$ cat src/rtl/mem_port_arbiter_pkg.sv
// Shared definitions for the unified memory port arbiter: controller state
// encoding, requester IDs and the legal parameter ranges.
package mem_port_arbiter_pkg;

    typedef enum logic [1:0] {
        IDLE   = 2'd0,
        ACCESS = 2'd1,
        WAIT   = 2'd2,
        DONE   = 2'd3
    } state_t;

    localparam logic OWN_CPU = 1'b0;
    localparam logic OWN_EXT = 1'b1;

    localparam int RD_LAT_MIN    = 1;
    localparam int RD_LAT_MAX    = 4;
    localparam int MAX_BURST_MIN = 1;
    localparam int MAX_BURST_MAX = 15;

endpackage

$ cat src/rtl/mem_port_arbiter.sv
// Arbitrates the single instruction/data memory port between the CPU and the
// external loader/DMA port. Each access runs IDLE -> ACCESS -> (WAIT) -> DONE,
// the CPU wins ties, and a burst counter guarantees the external port a grant
// after MAX_BURST consecutive CPU grants while it is waiting.
module mem_port_arbiter
    import mem_port_arbiter_pkg::*;
#(
    parameter int ADDR_W    = 32,
    parameter int DATA_W    = 32,
    parameter int RD_LAT    = 1,
    parameter int MAX_BURST = 4
) (
    input  logic              clk,
    input  logic              rst_n,
    input  logic              cpu_req,
    input  logic              cpu_we,
    input  logic [ADDR_W-1:0] cpu_addr,
    input  logic [DATA_W-1:0] cpu_wdata,
    output logic              cpu_ack,
    output logic [DATA_W-1:0] cpu_rdata,
    output logic              cpu_stall,
    input  logic              ext_req,
    input  logic              ext_we,
    input  logic [ADDR_W-1:0] ext_addr,
    input  logic [DATA_W-1:0] ext_wdata,
    output logic              ext_ack,
    output logic [DATA_W-1:0] ext_rdata,
    output logic [ADDR_W-1:0] mem_addr,
    output logic              mem_we,
    output logic [DATA_W-1:0] mem_wdata,
    input  logic [DATA_W-1:0] mem_rdata
);

    if (RD_LAT < RD_LAT_MIN || RD_LAT > RD_LAT_MAX) begin : g_bad_rd_lat
        $fatal(1, "mem_port_arbiter: RD_LAT must be within 1..4");
    end
    if (MAX_BURST < MAX_BURST_MIN || MAX_BURST > MAX_BURST_MAX) begin : g_bad_max_burst
        $fatal(1, "mem_port_arbiter: MAX_BURST must be within 1..15");
    end

    localparam logic [3:0] BURST_LIMIT = 4'(MAX_BURST);
    localparam logic [2:0] LAT_LOAD    = 3'(RD_LAT - 1);

    state_t            state;
    state_t            state_nxt;
    logic              grant;
    logic              grant_ext;
    logic              own;
    logic              lat_we;
    logic [ADDR_W-1:0] lat_addr;
    logic [DATA_W-1:0] lat_wdata;
    logic [2:0]        lat_cnt;
    logic [3:0]        burst_cnt;
    logic              capture;

    // Next-state logic and arbitration decision (only made in IDLE)
    always_comb begin
        state_nxt = state;
        grant     = 1'b0;
        grant_ext = 1'b0;
        case (state)
            IDLE: begin
                if (ext_req && (!cpu_req || burst_cnt == BURST_LIMIT)) begin
                    grant     = 1'b1;
                    grant_ext = 1'b1;
                    state_nxt = ACCESS;
                end else if (cpu_req) begin
                    grant     = 1'b1;
                    state_nxt = ACCESS;
                end
            end
            ACCESS: begin
                if (lat_we || RD_LAT == 1) begin
                    state_nxt = DONE;
                end else begin
                    state_nxt = WAIT;
                end
            end
            WAIT: begin
                if (lat_cnt == 3'd1) begin
                    state_nxt = DONE;
                end
            end
            DONE: begin
                state_nxt = IDLE;
            end
            default: begin
                state_nxt = IDLE;
            end
        endcase
    end

    // State register; reset aborts any access in flight
    always_ff @(posedge clk or negedge rst_n) begin
        if (!rst_n) begin
            state <= IDLE;
        end else begin
            state <= state_nxt;
        end
    end

    // Latch the winning request so the requester's inputs may change afterwards
    always_ff @(posedge clk or negedge rst_n) begin
        if (!rst_n) begin
            own       <= OWN_CPU;
            lat_we    <= 1'b0;
            lat_addr  <= '0;
            lat_wdata <= '0;
        end else if (grant) begin
            own       <= grant_ext ? OWN_EXT : OWN_CPU;
            lat_we    <= grant_ext ? ext_we : cpu_we;
            lat_addr  <= grant_ext ? ext_addr : cpu_addr;
            lat_wdata <= grant_ext ? ext_wdata : cpu_wdata;
        end
    end

    // Read latency counter: loaded in ACCESS, counts down through WAIT
    always_ff @(posedge clk or negedge rst_n) begin
        if (!rst_n) begin
            lat_cnt <= '0;
        end else if (state == ACCESS && !lat_we && RD_LAT > 1) begin
            lat_cnt <= LAT_LOAD;
        end else if (state == WAIT) begin
            lat_cnt <= lat_cnt - 3'd1;
        end
    end

    // Fairness counter: counts CPU grants that bypassed a waiting external request
    always_ff @(posedge clk or negedge rst_n) begin
        if (!rst_n) begin
            burst_cnt <= '0;
        end else if (grant) begin
            if (grant_ext || !ext_req) begin
                burst_cnt <= '0;
            end else if (burst_cnt != BURST_LIMIT) begin
                burst_cnt <= burst_cnt + 4'd1;
            end
        end
    end

    assign capture = (state_nxt == DONE) && (state != DONE) && !lat_we;

    // Read data is captured on the edge into DONE and held until the same owner reads again
    always_ff @(posedge clk or negedge rst_n) begin
        if (!rst_n) begin
            cpu_rdata <= '0;
            ext_rdata <= '0;
        end else if (capture) begin
            if (own == OWN_EXT) begin
                ext_rdata <= mem_rdata;
            end else begin
                cpu_rdata <= mem_rdata;
            end
        end
    end

    assign cpu_ack   = (state == DONE) && (own == OWN_CPU);
    assign ext_ack   = (state == DONE) && (own == OWN_EXT);
    assign cpu_stall = cpu_req & ~cpu_ack;
    assign mem_we    = (state == ACCESS) && lat_we;
    assign mem_addr  = lat_addr;
    assign mem_wdata = lat_wdata;

endmodule

$ cat config.mk
export PLATFORM = sky130hd
export DESIGN_NAME = mem_port_arbiter
export DESIGN_NICKNAME = d
export VERILOG_FILES = /design/src/rtl/mem_port_arbiter_pkg.sv /design/src/rtl/mem_port_arbiter.sv
export SDC_FILE = /design/constraint.sdc
export NUM_CORES = 1
export LEC_CHECK = 0
export ABC_CLOCK_PERIOD_IN_PS = 5300
export BUFFER_PORTS_ARGS = -buffer_cell sky130_fd_sc_hd__buf_2
export CAP_MARGIN = 10
export CORE_AREA = 2 2 115 117
export DETAILED_ROUTE_END_ITERATION = 12
export DIE_AREA = 0 0 117 119
export GPL_TIMING_DRIVEN = 0
export HOLD_SLACK_MARGIN = 0.05
export PLACE_DENSITY = 0.92
export SYNTH_ARGS = -nofsm -noshare
export SYNTH_HDL_FRONTEND = slang
export SYNTH_SLANG_ARGS = --single-unit
$ cat constraint.sdc
create_clock -name clk -period 5.3 [get_ports clk]
set_input_delay 1.06 -clock clk [delete_from_list [all_inputs] [get_ports clk]]
set_output_delay 1.06 -clock clk [all_outputs]
set_load 0.005 [all_outputs]
### Word-level counts from Yosys, hierarchy flattened

Index checks and enable logic that the tools add are counted.
Widths: inputs -> output; s select.

* register bits after elaboration: 139
* word-level logic and storage cells: 53
* output and inout port bits: 132
* bits of input ports: 166

* add/sub/neg operators: 2
* reduce and logical (&&, ||, !) cells: 16
* muxes and demuxes: 15
* bitwise logic cells: 3
* eq/ne operators: 8

Operators with widths (number)
* $mux 32: 2
* $mux 4: 2
* $pmux 2 s4: 1
* $mux 1: 7
* $eq 2x2->1 const B: 3
* $logic_and 1x1->1: 6
* $mux 2: 3
* $reduce_and 2->1: 3
* $add 4x1->4 const B: 1
* $eq 4x3->1 const B: 1
* $ne 4x3->1 const B: 1
* $eq 3x1->1 const B: 1
* $logic_not 1->1: 3
* $sub 3x1->3 const B: 1
* $eq 2x1->1 const B: 1
* $logic_not 2->1: 1
* $logic_or 1x1->1: 2
* $ne 2x2->1 const B: 1
* $not 1->1: 2
* $reduce_bool 2->1: 1
* $and 1x1->1: 1

### Depth between registers and ports, before layout

Gate-level depths: netlist (run 1).

* word-level depth: 9
* gate-level depth with buffers: 9
* gate-level depth less buffers: 6

### Worst setup path after synthesis (run 1)

OpenSTA, ideal clock, no wires.

* kind: input to register
* start point: input cpu_req
* end point: register ext_rdata[10]
* slack: 2872 ps
* path buffers: 2
* data required time: 5175 ps
* cell stages on the path: 6
* arrival: 2303 ps
* library setup time: 125 ps
* path through: buf_6 -> and4bb_2 -> o21ai_2 -> nor3_4 -> buf_6 -> mux2_4

* longest elaborated chain between the ends: 9
* elaborated cells on any way between the ends: 10
* those cells by class: 1 x eq/ne; 3 x mux; 6 x reduce/logical

Ends and longest elaborated chain
* start: declaration: RTL line mem_port_arbiter.sv:15 `input logic cpu_req,`
* $logic_not 1->1: RTL line mem_port_arbiter.sv:63 `if (ext_req && (!cpu_req || burst_cnt == BURST_LIMIT)) begin`
* $logic_or 1x1->1: RTL line mem_port_arbiter.sv:63
* $logic_and 1x1->1: RTL line mem_port_arbiter.sv:63
* $mux 2 (*): RTL line mem_port_arbiter.sv:63
* $pmux 2 s4 (*): RTL line mem_port_arbiter.sv:61 `case (state)`
* $eq 2x2->1 (*): RTL line mem_port_arbiter.sv:141 `assign capture = (state_nxt == DONE) && (state != DONE) && !lat_we;`
* $logic_and 1x1->1 (*) (2 in a row): RTL line mem_port_arbiter.sv:141
* $reduce_and 2->1 (no source line) (*)
* end signal: assignment: RTL line mem_port_arbiter.sv:150 `ext_rdata <= mem_rdata;`
* end: declaration: RTL line mem_port_arbiter.sv:27 `output logic [DATA_W-1:0] ext_rdata,`

Every way passes the cells marked *; elsewhere a longest branch is shown, timed or not.
A chain may end at the register's enable or synchronous reset.

### Worst setup path in the final report (run 1)

* start point: register state[0]
* end point: output cpu_stall

* longest elaborated chain between the ends: 4

Ends and longest elaborated chain
* start: declaration: RTL line mem_port_arbiter.sv:44 `state_t state;`
* start signal: assignment: RTL line mem_port_arbiter.sv:98 `state <= state_nxt;`
* $eq 2x2->1: RTL line mem_port_arbiter.sv:157 `assign cpu_ack = (state == DONE) && (own == OWN_CPU);`
* $logic_and 1x1->1: RTL line mem_port_arbiter.sv:157
* $not 1->1: RTL line mem_port_arbiter.sv:159 `assign cpu_stall = cpu_req & ~cpu_ack;`
* $and 1x1->1: RTL line mem_port_arbiter.sv:159
* end: declaration: RTL line mem_port_arbiter.sv:21 `output logic cpu_stall,`

No other way between the ends.

==> results by group, run 1 <==
Final layout
  • Footprint of the multi-input gates: 0.00251 mm²
  • Net count, final: 1048
  • Layout cells sized above 1: 47.5%
  • FILL cells: 935
  • P&R area growth vs syn: 38.3%
  • Diode count: 0
  • FF/Latch Area: 0.00348 mm²

Global route
  • Largest net degree at the start of global routing: 82
  • Grt total ovfl: 0
  • Initial antenna violation count: 0
  • First-pass GRT wire length: 26.9 mm
  • All-Layer GR Usage: 25.1%
  • Vias in the first global route: 5327

Floorplanning
  • Die Width: 117 µm
  • CORE AREA: 0.0129 mm²
  • Row Count: 42
  • Die Ht: 119 µm
  • Initial core utilization: 48.4%
  • Num ports: 298
  • Die ar.: 0.0139 mm²

STA
  • Fin. Hold Viols: 0
  • Min Tclk post-route: 2610 ps
  • Max Clk Rate: 0.383 GHz
  • Setup_tns: 0 ps
  • Relative slew slack: 62.6%
  • RSZ-0062 raised after global routing: false
  • Post-route setup slack: 2690 ps
  • Max-slew violation count: 0
  • Final Setup Violations: 0
  • Skew final: 7.30 ps
  • Least-Margin Pin Slew: 560 ps
  • Tcrit/Tclk final: 49.2%

Synthesis
  • Cells after Synth: 558
  • Post-synth ARST share: 100%
  • Flops & latches, synth: 139
  • Main area contributors after synthesis: dfrtp_1, mux2_4, a21oi_1
  • Sequential share of the synthesized area: 55.9%
  • Cell taking the most area after synthesis: dfrtp_1
  • Commonest cells post-synth: dfrtp_1, a21oi_1, nand2_1
  • Post-Syn Nets: 732
  • EDFF count, synth: 0
  • Count of different cell masters after synthesis: 32
  • Count leader, synth: dfrtp_1
  • Mapped cell area: 0.00623 mm²
  • Synth warn: 0
  • Yosys top cell area share: 55.9%
  • Syn Area/Cell: 11.2 µm²
  • Ys flop type: dfrtp_1

Setup path
  • Slowest cell on the critical path: dfrtp_1
  • R2R Setup Slk: 2960 ps
  • Worst path top cell family by delay: flip-flops
  • CP cell instances: ha_1, nor2b_1, nor2b_1, buf_2
  • Critical path peak fanout: 4
  • CP max stage delay: 440 ps
  • R2r worst-path depth: 8
  • R2r endpoint: mem_wdata[3]$_DFFE_PN0P_
  • Setup CP Type: flop to output port
  • Critical Path End Type: output port
  • Critical Path RT: 4240 ps
  • Startpoint types: flop
  • CP Buf/Inv Count: 1
  • WP data arrival: 1550 ps
  • Crit-path most repeated cell: nor2b_1
  • Origin of the critical flop-to-flop path: state[0]$_DFF_PN0_

Detailed routing
  • Routed wire length: 17.2 mm
  • Via Count: 5429
  • First-pass detailed-route iteration total: 5
  • DR WL/cell: 16.2 µm
  • # DRC: 0
  • Iteration-0 DRC Markers: 378
  • Drt via density: 5.11
  • Final ANT Viol Nets: 0

Min path
  • Hold Crit Start: lat_cnt[2]$_DFFE_PN0P_
  • Hold Path Depth: 1
  • HP Class: flop to flop
  • Hold path endpoint: lat_cnt[2]$_DFFE_PN0P_

Placed design
  • Pre-CTS WS: 2530 ps
  • DP Wirelength: 13.0 mm
  • Routability congestion estimate: 0.857
  • IO Port Bufs: 296

Clocking
  • CTS root buffer: clkbuf_16
  • Cts bufs inserted: 17
  • Clock-pin slew on the worst setup and hold paths: 60 ps
  • Post-CTS setup buffers: 0
  • Post-cts sizing count: 0
  • CTS sink count: 139
  • TritonCTS clock tree: yes
  • Latest clock arrival within the worst-skew pair: 420 ps
  • H-tree levels: 4
  • Max Buffers Root-to-Sink: 2
  • Cts hold-fix bufs: 0

Run status
  • Outcome: complete, no violations

Pwr
  • Maximum vdd ir drop: 0.251 mV
  • Total design power: 5300 µW
  • Cell area power density: 615 mW/mm²
  • P_leak: 0.00445 µW

Flow run
  • Max-cap viol count: 0
-- power breakdown --
| part | internal, µW | leakage, µW | switching (µW) |
|---|---|---|---|
| logic | 1090 | 0.00250 | 1030 |
| clock network | 857 | 0.000312 | 443 |
| registers | 1590 | 0.00163 | 292 |
-- placed cells by master, fill, tap and decap left out, types with 7 or more instances in the layout --
master and count:
dfrtp_1 139, inv_1 7, a21oi_1 131, mux2_4 60
ha_1 8, clkbuf_1 14, nor2_1 67, buf_2 308
nand2_1 71, buf_6 9, clkbuf_16 17
-- kinds of logic after synthesis --
kind of cell    synth area share (%)
simple gates                    10.8
compound gates                  12.3
flops                           55.9
mux                             15.4
buf+inv                         3.82
fa+ha+maj                       1.61
xor+xnor                       0.281
-- stage by stage --
| step | area (µm²) | utilization (%) | hold slack, ps | instances |
|---|---|---|---|---|
| floorplan | 6230 | - | 445 | 558 |
| global placement | 7930 | 61.6 | 461 | 1030 |
| detailed placement | 7960 | 61.8 | 483 | 1031 |
| CTS | 8610 | 66.9 | 493 | 1062 |
| global route | 8610 | 66.9 | 520 | 1062 |
| finish | 8610 | 66.9 | 486 | 1062 |
-- flip-flops by register name, summed over array words and instances, names as in the netlist --
signal / cells
ext_rdata: 32
mem_wdata: 32
lat_cnt: 3
mem_addr: 32
lat_we: 1
burst_cnt: 4
state: 2
cpu_rdata: 32
own: 1
-- how the worst max path moves through the flow --
stage	startpoint	end	slack, ps	cells after the start
after global routing	state[0]$_DFF_PN0_	cpu_stall	2610	4
final	state[0]$_DFF_PN0_	cpu_stall	2690	4
after detailed placement	ext_req	mem_addr[26]$_DFFE_PN0P_	2530	6
after floorplan	cpu_req	ext_rdata[10]$_DFFE_PN0P_	2870	6
after global placement	rst_n	mem_addr[2]$_DFFE_PN0P_	1350	1
after CTS	state[0]$_DFF_PN0_	cpu_stall	2650	4
-- layout make-up --
cell class	instances	share of cell area, %
Buffer	36	2.46
Clock buffer	20	5.30
Clock inverter	11	2.24
Inverter	7	0.305
Multi-Input combinational cell	376	29.1
Sequential cell	139	40.4
Tap cell	176	2.56
Timing Repair Buffer	297	17.6
-- metal layers --
layer  GRT usage, %  up-vias  part of all wire (%)
met3           8.50       38                   9.7
met2           41.8      285                    50
li1               -     2523                     -
met4           10.5        0                   3.1
met1           29.4     2583                    38
met5              0        -                     0
(Power assumes the default switching activity.)
==> run 2, diff against run 1 <==
==> config.mk (replaced) <==
export PLATFORM = sky130hd
export DESIGN_NAME = mem_port_arbiter
export DESIGN_NICKNAME = d
export VERILOG_FILES = /design/src/rtl/mem_port_arbiter_pkg.sv /design/src/rtl/mem_port_arbiter.sv
export SDC_FILE = /design/constraint.sdc
export NUM_CORES = 1
export LEC_CHECK = 0
export ABC_AREA = 1
export ABC_CLOCK_PERIOD_IN_PS = 2750
export BUFFER_PORTS_ARGS = -buffer_cell sky130_fd_sc_hd__buf_2
export CAP_MARGIN = 10
export CORE_ASPECT_RATIO = 1.25
export CORE_UTILIZATION = 48
export DETAILED_ROUTE_END_ITERATION = 12
export GPL_TIMING_DRIVEN = 0
export HOLD_SLACK_MARGIN = 0.05
export PLACE_DENSITY = 0.89
export SYNTH_ARGS = -nofsm -noshare
export SYNTH_HDL_FRONTEND = slang
export SYNTH_SLANG_ARGS = --single-unit
==> constraint.sdc (replaced) <==
create_clock -name clk -period 2.75 [get_ports clk]
set_input_delay 0.55 -clock clk [delete_from_list [all_inputs] [get_ports clk]]
set_output_delay 0.55 -clock clk [all_outputs]
set_load 0.005 [all_outputs]
==> results by group, run 2 <==
STA
  • Tcrit/Tclk final: 79.6%
  • Max-slew violation count: 0
  • RSZ-0062 raised after global routing: false
  • Post-route setup slack: 561 ps
  • Fin. Hold Viols: 0
  • Worst hold margin: 114 ps
  • Final Setup Violations: 0
  • Relative slew slack: 59.9%
  • Skew final: 10.7 ps
  • Max Clk Rate: 0.457 GHz
  • Least-Margin Pin Slew: 602 ps
  • Min Tclk post-route: 2190 ps

Synthesis
  • Flops & latches, synth: 139
  • Sequential share of the synthesized area: 52.3%
  • Ys flop type: dfrtp_1
  • Count of different cell masters after synthesis: 26
  • Yosys top cell area share: 52.3%
  • Synth warn: 0
  • Mapped cell area: 0.00665 mm²
  • Cell taking the most area after synthesis: dfrtp_1
  • Count leader, synth: nand2_1
  • Cells after Synth: 855
  • Post-Syn Nets: 1029
  • Post-synth ARST share: 100%
  • Main area contributors after synthesis: dfrtp_1, nand2_1, nand4_1
  • EDFF count, synth: 0
  • Commonest cells post-synth: nand2_1, dfrtp_1, inv_1
  • Syn Area/Cell: 7.78 µm²

Final layout
  • Most frequent cells in the layout: nand2_1, buf_2, dfrtp_1
  • P&R area growth vs syn: 34.8%
  • Layout cells sized above 1: 31.8%
  • FILL cells: 1121
  • Net count, final: 1346
  • Most common cell after layout, fill and taps aside: nand2_1
  • Finished Core Util: 66.9%
  • Diode count: 0
  • Final Instance Count excl. Fillers: 1355

Detailed routing
  • First-pass detailed-route iteration total: 5
  • Routed wire length: 20.1 mm
  • Iteration-0 DRC Markers: 448
  • # DRC: 0
  • Final ANT Viol Nets: 0
  • Via Count: 6745
  • Drt via density: 4.98
  • DR WL/cell: 14.9 µm

Global route
  • Largest net degree at the start of global routing: 78
  • All-Layer GR Usage: 28.7%
  • Initial antenna violation count: 0
  • First-pass GRT wire length: 32.0 mm
  • Vias in the first global route: 6631
  • Grt total ovfl: 0

Placed design
  • Pre-CTS WS: 831 ps
  • Routability congestion estimate: 0.838
  • IO Port Bufs: 297
  • DP Wirelength: 15.4 mm
  • Placed Cells: 1324

Floorplanning
  • Num ports: 298
  • Die ar.: 0.0143 mm²
  • Die Width: 107 µm
  • Initial core utilization: 49.6%
  • CORE AREA: 0.0134 mm²
  • Die Ht: 134 µm
  • Row Count: 47

Clocking
  • Latest clock arrival within the worst-skew pair: 410 ps
  • Max Buffers Root-to-Sink: 2
  • Cts bufs inserted: 17
  • Cts hold-fix bufs: 0
  • CTS sink count: 139
  • Post-cts sizing count: 0
  • Clock-pin slew on the worst setup and hold paths: 60 ps
  • Post-CTS setup buffers: 0
  • CTS root buffer: clkbuf_16
  • H-tree levels: 4
  • TritonCTS clock tree: yes

Pwr
  • Cell internal pwr: 6180 µW
  • P_leak: 0.00531 µW
  • Cell area power density: 1150 mW/mm²
  • Clk pwr share: 22.2%
  • Maximum vdd ir drop: 0.617 mV
  • Part of the power in combinational logic: 43.7%
  • Sequential share of power: 34.1%
  • Sw power: 4120 µW
  • Sw Ratio: 40.0%

Setup path
  • Critical Path RT: 2200 ps
  • Critical Path End Type: output port
  • R2R Setup Slk: 800 ps
  • Setup CP Type: flop to output port
  • Critical path peak fanout: 10
  • Startpoint types: flop
  • WP data arrival: 1640 ps

Run status
  • Outcome: complete, no violations

Flow run
  • Max-cap viol count: 0

Min path
  • HP Class: input pin to async pin
-- run 2: layout make-up --
type / count / area, µm² / share of cell area (%)
sequential: 139 / 3480 / 38.8
multi-input combinational: 573 / 2540 / 28.3
timing repair buffer: 298 / 1520 / 16.9
clock buffer: 19 / 433 / 4.83
inverter: 86 / 323 / 3.60
buffer: 57 / 315 / 3.52
tap: 171 / 214 / 2.39
clock inverter: 12 / 150 / 1.67
-- run 2: kinds of logic after synthesis --
group                      synth area share (%)
AOI/OAI and AO/OA                          5.53
xor gates and xnor gates                  0.263
adders and majority gates                  1.50
buffers and inverters                      9.59
DFF                                        52.3
and+or+nand+nor                            30.8
-- run 2: power groups by stage --
| stage | combinational (µW) | clock, µW | sequential, µW |
|---|---|---|---|
| finish | 4500 | 2290 | 3510 |
| global route | 5040 | 2420 | 3600 |
| CTS | 4530 | 2320 | 3500 |
| detailed placement | 4510 | 0 | 3500 |
| global placement | 4340 | 0 | 3480 |
| floorplan | 2550 | 0 | 3560 |
-- run 2: worst paths after layout --
check,start,to,cells past startpoint
setup reg to reg,state[0]$_DFF_PN0_,cpu_rdata[26]$_DFFE_PN0P_,10
min in group clk,ext_addr[17],mem_addr[17]$_DFFE_PN0P_,3
hold reg to reg,ext_rdata[10]$_DFFE_PN0P_,ext_rdata[10]$_DFFE_PN0P_,2
hold / removal,rst_n,cpu_rdata[10]$_DFFE_PN0P_,1
setup / recovery,own$_DFFE_PN0P_,ext_ack,5
max in group asynchronous,rst_n,mem_addr[14]$_DFFE_PN0P_,2
-- run 2: routing by layer --
layer  GRT usage [%]  wire, µm  vias up
li1                -         -     3313
met1            32.7      7800     3100
met2            50.6     10200      276
met3            7.34      1350       56
met4            12.3       748        0
met5               0         0        -
-- run 2: worst max-delay path: stages (launching register included) --
cell,delay [ps]
dfrtp_1,310
buf_2,220
buf_1,420
nand2_1,100
inv_1,60
buf_2,110
-- run 2: per-stage QoR --
stage          instance area [µm²]  TNS (ps)  power, µW
2_1_floorplan                 6650         0       6110
3_3_place_gp                  8350   -113170       7820
3_5_place_dp                  8390         0       8010
4_1_cts                       8970         0      10300
5_1_grt                       8970         0      11100
6_report                      8970         0      10300
